File: src/rtl/mult_share_sched_pkg.sv
// Shared types and width helpers for the shared shift-add multiplier scheduler.
package mult_sched_pkg;

  typedef enum logic [2:0] {
    IDLE = 3'd0,
    LOAD = 3'd1,
    CALC = 3'd2,
    ADD  = 3'd3,
    DONE = 3'd4
  } state_t;

  // Index width for a count of n items, never below one bit.
  function automatic int idx_w(input int n);
    return (n > 1) ? $clog2(n) : 1;
  endfunction

endpackage

File: src/rtl/mult_share_sched_rr_arbiter.sv
// Combinational round-robin pick: first set request at or above ptr, wrapping to 0.
module rr_arbiter
  import mult_sched_pkg::*;
#(
  parameter  int NREQ  = 4,
  localparam int SEL_W = idx_w(NREQ)
) (
  input  logic [NREQ-1:0]  req,
  input  logic [SEL_W-1:0] ptr,
  output logic [NREQ-1:0]  gnt,
  output logic [SEL_W-1:0] idx
);

  localparam logic [SEL_W:0] NREQ_V = (SEL_W+1)'(NREQ);

  logic [NREQ-1:0]  rot;
  logic [SEL_W-1:0] off;
  logic [SEL_W:0]   sum;
  logic             found;

  always_comb begin
    rot   = NREQ'({req, req} >> ptr);
    off   = '0;
    found = 1'b0;
    for (int k = 0; k < NREQ; k++) begin
      if (!found && rot[k]) begin
        found = 1'b1;
        off   = SEL_W'(k);
      end
    end
    // Undo the rotation: winner = (ptr + offset) mod NREQ.
    sum = {1'b0, ptr} + {1'b0, off};
    if (sum >= NREQ_V) sum = sum - NREQ_V;
    idx = sum[SEL_W-1:0];
    gnt = '0;
    if (found) gnt[idx] = 1'b1;
  end

endmodule

File: src/rtl/mult_share_sched.sv
// Round-robin scheduler sharing one shift-add multiplier datapath among NREQ requesters.
//   state | meaning
//   IDLE  | no job; arbitrate on any request
//   LOAD  | datapath loads operands and clears accumulator
//   CALC  | inspect multiplier LSB: add if 1, shift if 0
//   ADD   | shift after an add
//   DONE  | product valid; ack the granted requester
module mult_share_sched
  import mult_sched_pkg::*;
#(
  parameter  int NREQ  = 4,
  parameter  int N     = 4,
  localparam int SEL_W = idx_w(NREQ),
  localparam int CNT_W = idx_w(N)
) (
  input  logic             clk,
  input  logic             rst_n,
  input  logic [NREQ-1:0]  req_i,
  input  logic             M_i,
  output logic [SEL_W-1:0] sel_o,
  output logic [NREQ-1:0]  gnt_o,
  output logic             load_o,
  output logic             ad_o,
  output logic             sh_o,
  output logic             done_o,
  output logic [NREQ-1:0]  ack_o,
  output logic             busy_o
);

  state_t           state_q, state_d;
  logic [CNT_W-1:0] cnt_q, cnt_d;
  logic [SEL_W-1:0] ptr_q, ptr_d;
  logic [SEL_W-1:0] sel_q, sel_d;
  logic [NREQ-1:0]  gnt_q, gnt_d;

  logic [NREQ-1:0]  arb_gnt;
  logic [SEL_W-1:0] arb_idx;
  logic             last_step;

  rr_arbiter #(.NREQ(NREQ)) u_arb (
    .req (req_i),
    .ptr (ptr_q),
    .gnt (arb_gnt),
    .idx (arb_idx)
  );

  assign last_step = (cnt_q == CNT_W'(N - 1));

  always_comb begin
    state_d = state_q;
    cnt_d   = cnt_q;
    ptr_d   = ptr_q;
    sel_d   = sel_q;
    gnt_d   = gnt_q;
    unique case (state_q)
      IDLE: begin
        if (|req_i) begin
          sel_d   = arb_idx;
          gnt_d   = arb_gnt;
          cnt_d   = '0;
          state_d = LOAD;
        end
      end
      LOAD: state_d = CALC;
      CALC: begin
        if (M_i) begin
          state_d = ADD;
        end else begin
          cnt_d = cnt_q + CNT_W'(1);
          if (last_step) state_d = DONE;
        end
      end
      ADD: begin
        cnt_d   = cnt_q + CNT_W'(1);
        state_d = last_step ? DONE : CALC;
      end
      DONE: begin
        // Next search starts just past the requester that was served.
        ptr_d   = (sel_q == SEL_W'(NREQ - 1)) ? '0 : sel_q + SEL_W'(1);
        gnt_d   = '0;
        state_d = IDLE;
      end
      default: begin
        gnt_d   = '0;
        state_d = IDLE;
      end
    endcase
  end

  always_ff @(posedge clk) begin
    if (!rst_n) begin
      state_q <= IDLE;
      cnt_q   <= '0;
      ptr_q   <= '0;
      sel_q   <= '0;
      gnt_q   <= '0;
    end else begin
      state_q <= state_d;
      cnt_q   <= cnt_d;
      ptr_q   <= ptr_d;
      sel_q   <= sel_d;
      gnt_q   <= gnt_d;
    end
  end

  // Datapath controls decode the current state; M_i only matters in CALC.
  assign load_o = (state_q == LOAD);
  assign ad_o   = (state_q == CALC) && M_i;
  assign sh_o   = ((state_q == CALC) && !M_i) || (state_q == ADD);
  assign done_o = (state_q == DONE);
  assign ack_o  = (state_q == DONE) ? gnt_q : '0;
  assign busy_o = (state_q != IDLE);
  assign gnt_o  = gnt_q;
  assign sel_o  = sel_q;

endmodule

File: config.mk
export PLATFORM = sky130hd
export DESIGN_NAME = mult_share_sched
export DESIGN_NICKNAME = d
export VERILOG_FILES = /design/src/rtl/mult_share_sched_pkg.sv /design/src/rtl/mult_share_sched_rr_arbiter.sv /design/src/rtl/mult_share_sched.sv
export SDC_FILE = /design/constraint.sdc
export NUM_CORES = 1
export LEC_CHECK = 0
export ABC_AREA = 1
export CAP_MARGIN = 5
export CORE_MARGIN = 4
export CORE_UTILIZATION = 42
export CTS_CLUSTER_DIAMETER = 40
export DETAILED_ROUTE_END_ITERATION = 12
export PLACE_DENSITY = 0.84
export SYNTH_ARGS = -nofsm -noshare
export SYNTH_HDL_FRONTEND = slang
export SYNTH_SLANG_ARGS = --single-unit
export TNS_END_PERCENT = 5
File: constraint.sdc
create_clock -name clk -period 1.85 [get_ports clk]
set_input_delay 0.4625 -clock clk [delete_from_list [all_inputs] [get_ports clk]]
set_output_delay 0.4625 -clock clk [all_outputs]
set_load 0.1 [all_outputs]
== Yosys cells after proc, flatten, opt, wreduce, memory -nomap -nowiden ==
Index checks and enable logic that the tools add are counted.
Widths: inputs -> output; s select.

* $add $sub $neg: 4
* Magnitude comparators: 3
* Equality and inequality tests: 9
* Shifts and indexed selects: 1
* Multiplexer cells: 23
* Bitwise operators: 1
* Reductions and logical operators: 20

{| class="wikitable"
|+ Operators with widths
! kind !! count
|-
| $mux 2 || 6
|-
| $mux 3 || 4
|-
| $mux 4 || 3
|-
| $pmux 3 s4 || 1
|-
| $pmux 4 s2 || 1
|-
| $shr 8x2->4 || 1
|-
| $eq 3x2->1 const B || 2
|-
| $logic_and 1x1->1 || 6
|-
| $mux 1 || 6
|-
| $pmux 2 s3 || 1
|-
| $reduce_and 2->1 || 3
|-
| $reduce_bool 3->1 || 2
|-
| $add 2x1->2 const B || 2
|-
| $eq 2x2->1 const B || 2
|-
| $logic_not 1->1 || 4
|-
| $ne 2x2->1 const B || 2
|-
| $reduce_or 4->1 || 1
|-
| $add 2x2->3 || 1
|-
| $eq 3x1->1 const B || 1
|-
| $eq 3x3->1 const B || 1
|-
| $ge 3x3->1 const B || 1
|-
| $logic_not 3->1 || 1
|-
| $lt 2x3->1 const B || 1
|-
| $ne 3x3->1 const B || 1
|-
| other kinds (7) || 7
|}

* Register bits: 13
* Bits of input ports: 7
* Output and inout bits: 15
* Word-level logic and storage cells: 66

== Logic depth before layout (Yosys ltp) ==
* Word-level depth: 21
* Gate-level depth with buffers: 13
* Gate-level depth less buffers: 13

== Hierarchy ==
From an unflattened synthesis, not the netlist that was laid out.

* Cells, all modules: 149
* Area, all modules: 940.9 sq um

{| class="wikitable"
|+ By module, submodules not included
! module !! instances !! cells each !! area an instance (sq um) !! sequential area each (sq um)
|-
| mult_share_sched || 1 || 106 || 715.7 || 260.2
|-
| rr_arbiter || 1 || 43 || 225.2 || 0.0
|}

== Worst setup path after synthesis ==
Ideal clock, no wire load.

* Kind: reg2out
* Start: register state_q[1]
* End: output port ack_o[0]
* Data arrival time: 3.467 ns
* Required time: 1.387 ns
* Slack: -2.079 ns
* Cell stages (with the launch flop): 6
* Path buffers: 0
* Cell sequence: dfxtp_1 -> inv_1 -> nand2_1 -> nor2_1 -> inv_1 -> nor2_1

* Cells in the longest elaborated chain, start to end: 2

{| class="wikitable"
|+ Ends and longest elaborated chain
! item !! line !! text
|-
| start: declaration || mult_share_sched.sv:30 || <nowiki>state_t state_q, state_d;</nowiki>
|-
| start signal: assignment || mult_share_sched.sv:98 || <nowiki>state_q <= state_d;</nowiki>
|-
| $eq 3x3->1 || n/a ||
|-
| net done_o || mult_share_sched.sv:25 || <nowiki>output logic done_o,</nowiki>
|-
| $mux 4 || mult_share_sched.sv:111 || <nowiki>assign ack_o = (state_q == DONE) ? gnt_q : '0;</nowiki>
|-
| end: declaration || mult_share_sched.sv:26 || <nowiki>output logic [NREQ-1:0] ack_o,</nowiki>
|}

The timed path passes the listed nets, and every way through them passes these cells.

== Worst setup path after layout ==
* Start: register state_q[1]
* End: output port ack_o[2]

* Cells in the longest elaborated chain, start to end: 2

{| class="wikitable"
|+ Ends and longest elaborated chain
! item !! line
|-
| $eq 3x3->1 || mult_share_sched.sv:111
|-
| $mux 4 || mult_share_sched.sv:111
|}

Every way passes these cells.

==> metrics.txt <==
# TYPE chip_impl_metric gauge
chip_impl_metric{name="clk_buf_depth",unit=""} 2
chip_impl_metric{name="ys_seq_area_share",unit="%"} 32.60
chip_impl_metric{name="post-route-util",unit="%"} 83.62
chip_impl_metric{name="grt_first_pass_wirelength",unit="um"} 4657
chip_impl_metric{name="die_area",unit="um2"} 2662
chip_impl_metric{name="final-setup-viol-count",unit=""} 8
chip_impl_metric{name="antenna_found_initial",unit=""} 0
chip_impl_metric{name="average_via_count_per_standard_cell",unit=""} 5.276
chip_impl_metric{name="cts.reportedPaths.clkPinSlew",unit="ns"} 0.08
chip_impl_info{name="run_status",value="complete, but fails checks"} 1
chip_impl_metric{name="gr-usage-all-layers",unit="%"} 23.41
chip_impl_metric{name="synth.cell_area",unit="um2"} 798.3
chip_impl_metric{name="fin_ws",unit="ns"} -0.1251
chip_impl_info{name="ys_top_cells_by_area",value="dfxtp_1 33%, nand2_1 13%, inv_1 8.9%"} 1
chip_impl_info{name="worst_setup_path_start_kind",value="flop"} 1
chip_impl_metric{name="yosys_warnings",unit=""} 0
chip_impl_metric{name="gp_congestion",unit=""} 0.8361
chip_impl_info{name="clk_root_buffer_cell",value="clkbuf_4"} 1
chip_impl_metric{name="relSlewSlack",unit="%"} 73.51
chip_impl_metric{name="min_period",unit="ns"} 1.975
chip_impl_metric{name="power.ir.vdd_worst",unit="mV"} 0.8850
chip_impl_metric{name="drt_wl_cell",unit="um"} 15.49
chip_impl_info{name="yosysTopAreaCell",value="dfxtp_1"} 1
chip_impl_metric{name="post-route-drc-count",unit=""} 0
chip_impl_metric{name="yosysUniqueCellTypes",unit=""} 22
chip_impl_metric{name="final_min_period_over_clock_period",unit="%"} 106.8
chip_impl_metric{name="cp_data_arrival_time",unit="ns"} 1.51
chip_impl_metric{name="detail_route.iter0.violations",unit=""} 23
chip_impl_metric{name="rows",unit=""} 15
chip_impl_metric{name="final_net_count",unit=""} 178
chip_impl_info{name="yosys_most_used_dff",value="dfxtp_1"} 1
chip_impl_metric{name="leakagePower",unit="nW"} 0.6350
chip_impl_metric{name="cts_max_level",unit=""} 1
chip_impl_metric{name="timing.critical_path.required",unit="ns"} 1.39
chip_impl_metric{name="timing.final.max_slew_violations",unit=""} 0
chip_impl_metric{name="first_global_vias",unit=""} 1040
chip_impl_metric{name="start_util",unit="%"} 45.25
chip_impl_metric{name="worstSkewPairLatency",unit="ns"} 0.29
chip_impl_info{name="highest_count_cells_in_the_layout_ignoring_fill_and_taps",value="23 x nand2_1, 18 x buf_4, 15 x inv_1, 15 x buf_12, 10 x nand3_1"} 1
chip_impl_metric{name="final-hold-violation-count",unit=""} 0
chip_impl_metric{name="achievable-frequency",unit="MHz"} 506.3
chip_impl_metric{name="cellPowerDensity",unit="nW/um2"} 1014
chip_impl_info{name="tritoncts",value="built"} 1
chip_impl_metric{name="ys_ff_latch",unit=""} 13
chip_impl_info{name="end_kind",value="output pin"} 1
chip_impl_metric{name="edff_count_synth",unit=""} 0
chip_impl_info{name="failed_checks",value="negative setup slack"} 1
chip_impl_metric{name="gr-total-overflow",unit=""} 0
chip_impl_info{name="rsz0062_at_grt",value="yes"} 1
chip_impl_metric{name="first_pass_iteration_count_of_the_detailed_router",unit=""} 4
chip_impl_metric{name="worst_slew_pin_slew",unit="ns"} 0.3955
chip_impl_metric{name="finalWirelength",unit="um"} 2975
chip_impl_metric{name="place.port_buffers",unit=""} 21
chip_impl_info{name="hold_path_class",value="reg -> reg"} 1
chip_impl_metric{name="area.sequential",unit="um2"} 274.0
chip_impl_metric{name="finalClockSkew",unit="ns"} 0.001841
chip_impl_metric{name="filler_cell_count",unit=""} 119
chip_impl_metric{name="die-height",unit="um"} 51.60
chip_impl_metric{name="dp_hpwl",unit="um"} 1859
chip_impl_metric{name="multiInputGateArea",unit="um2"} 563.0
chip_impl_metric{name="area_delta_synth_final",unit="%"} 84.80
chip_impl_info{name="setup_crit_path_kind",value="reg -> out"} 1
chip_impl_metric{name="syn-mean-instance-area",unit="um2"} 6.438
chip_impl_metric{name="pin_count",unit=""} 22
chip_impl_metric{name="grt_start_max_net_pins",unit=""} 10
chip_impl_metric{name="mappedNetlistNets",unit=""} 134
chip_impl_metric{name="postSynth.asyncResetShare",unit="%"} 0
chip_impl_info{name="layout_commonest_cell",value="nand2_1"} 1
chip_impl_metric{name="cts_buffers",unit=""} 3
chip_impl_metric{name="n_antenna_cell",unit=""} 0
chip_impl_metric{name="pre_cts_ws",unit="ns"} -0.6315
chip_impl_metric{name="core_area",unit="um2"} 1764
chip_impl_metric{name="synthDominantCellAreaShare",unit="%"} 32.60
chip_impl_metric{name="critPathMaxFanout",unit=""} 5
chip_impl_metric{name="vias",unit=""} 1013
chip_impl_metric{name="fp.dieW",unit="um"} 51.60
chip_impl_metric{name="drive_gt1_share",unit="%"} 44.91
chip_impl_metric{name="post_synth_inst_count",unit=""} 124
chip_impl_metric{name="ant_nets",unit=""} 0
chip_impl_metric{name="clkSinkCount",unit=""} 13
chip_impl_metric{name="cap_viol_max_count",unit=""} 0
## flip-flops by register name, summed over array words and instances (netlist names)
register,count
ptr_q,2
sel_o,2
gnt_o,4
cnt_q,2
state_q,3
## Yosys cell counts, types with 2 or more instances
master and number:
a211oi_1 2, o21ai_0 4, nor2_2 3, a21oi_1 9, dfxtp_1 13, ha_1 3, nand2_1 27, nand2_2 4
nor2_1 14, nor3_1 2, inv_2 3, nand3_1 11, a31oi_1 2, inv_1 19
## metrics by stage
stage	power, mW	cell area, um2	hold slack [ns]	instances	TNS, ns
after floorplan	0.9077	843.3	0.4283	124	-2.680
after global placement	1.171	1272	0.4476	175	-2.240
after detailed placement	1.198	1272	0.4601	175	-3.349
after CTS	1.436	1411	0.4730	189	-0.3523
after global routing	1.568	1475	0.4924	192	-1.484
final	1.496	1475	0.4815	192	-0.6262
## worst paths after layout
kind / slack [ns] / depth (start not counted) / end / start
setup / recovery: -0.13 / 6 / ack_o[2] / state_q[1]
hold / removal: 0.48 / 1 / cnt_q[0] / cnt_q[0]
setup reg to reg: -0.02 / 13 / sel_o[1] / ptr_q[0]
hold reg to reg: 0.48 / 1 / cnt_q[0] / cnt_q[0]
## worst max-delay path, stage by stage (launching register included)
cell        delay (ns)
dfxtp_2           0.34
inv_2             0.08
nand2_4           0.06
nor2_4            0.11
clkinvlp_4        0.25
nor2_4            0.18
buf_12            0.19
## per-layer routing
metal	vias up	part of all wire [%]	global-route usage (%)
met5	-	0	0
met4	0	0.87	9.170
met3	3	3.5	3.725
met2	33	55	44.92
met1	492	40	25.09
li1	485	-	-
## report_power, final
part | internal, mW | total [mW] | switching [mW]
registers | 0.325 | 0.377 | 0.0518
logic | 0.331 | 0.932 | 0.602
clock network | 0.0841 | 0.187 | 0.103
## cell families after synthesis
| family | count (synthesis) | share of synthesized area (%) |
|---|---|---|
| DFF | 13 | 32.60 |
| and+or+nand+nor | 63 | 35.58 |
| xor gates and xnor gates | 1 | 1.097 |
| buffers and inverters | 23 | 10.81 |
| adders and majority gates | 3 | 4.703 |
| AOI/OAI and AO/OA | 21 | 15.20 |
## repair_timing
| action | 4_1_cts | 5_1_grt |
|---|---|---|
| setup buffers | 10 | 3 |
| pin swaps | 7 | 8 |
| gates resized for setup | 21 | 11 |
| endpoints found under the setup margin | 11 | 12 |
| hold endpoints to repair | 0 | 0 |
| cloned | 0 | 0 |
| hold buffers | 0 | 0 |
## area by class of cell
cell class	instances	area share, %
well taps	25	2.120
multi-input cells	88	38.17
inverters	23	6.107
flip-flops and latches	13	18.58
repair buffers	39	33.25
clock buffers	4	1.781
No activity file was read; power rests on OpenSTA's default activity.
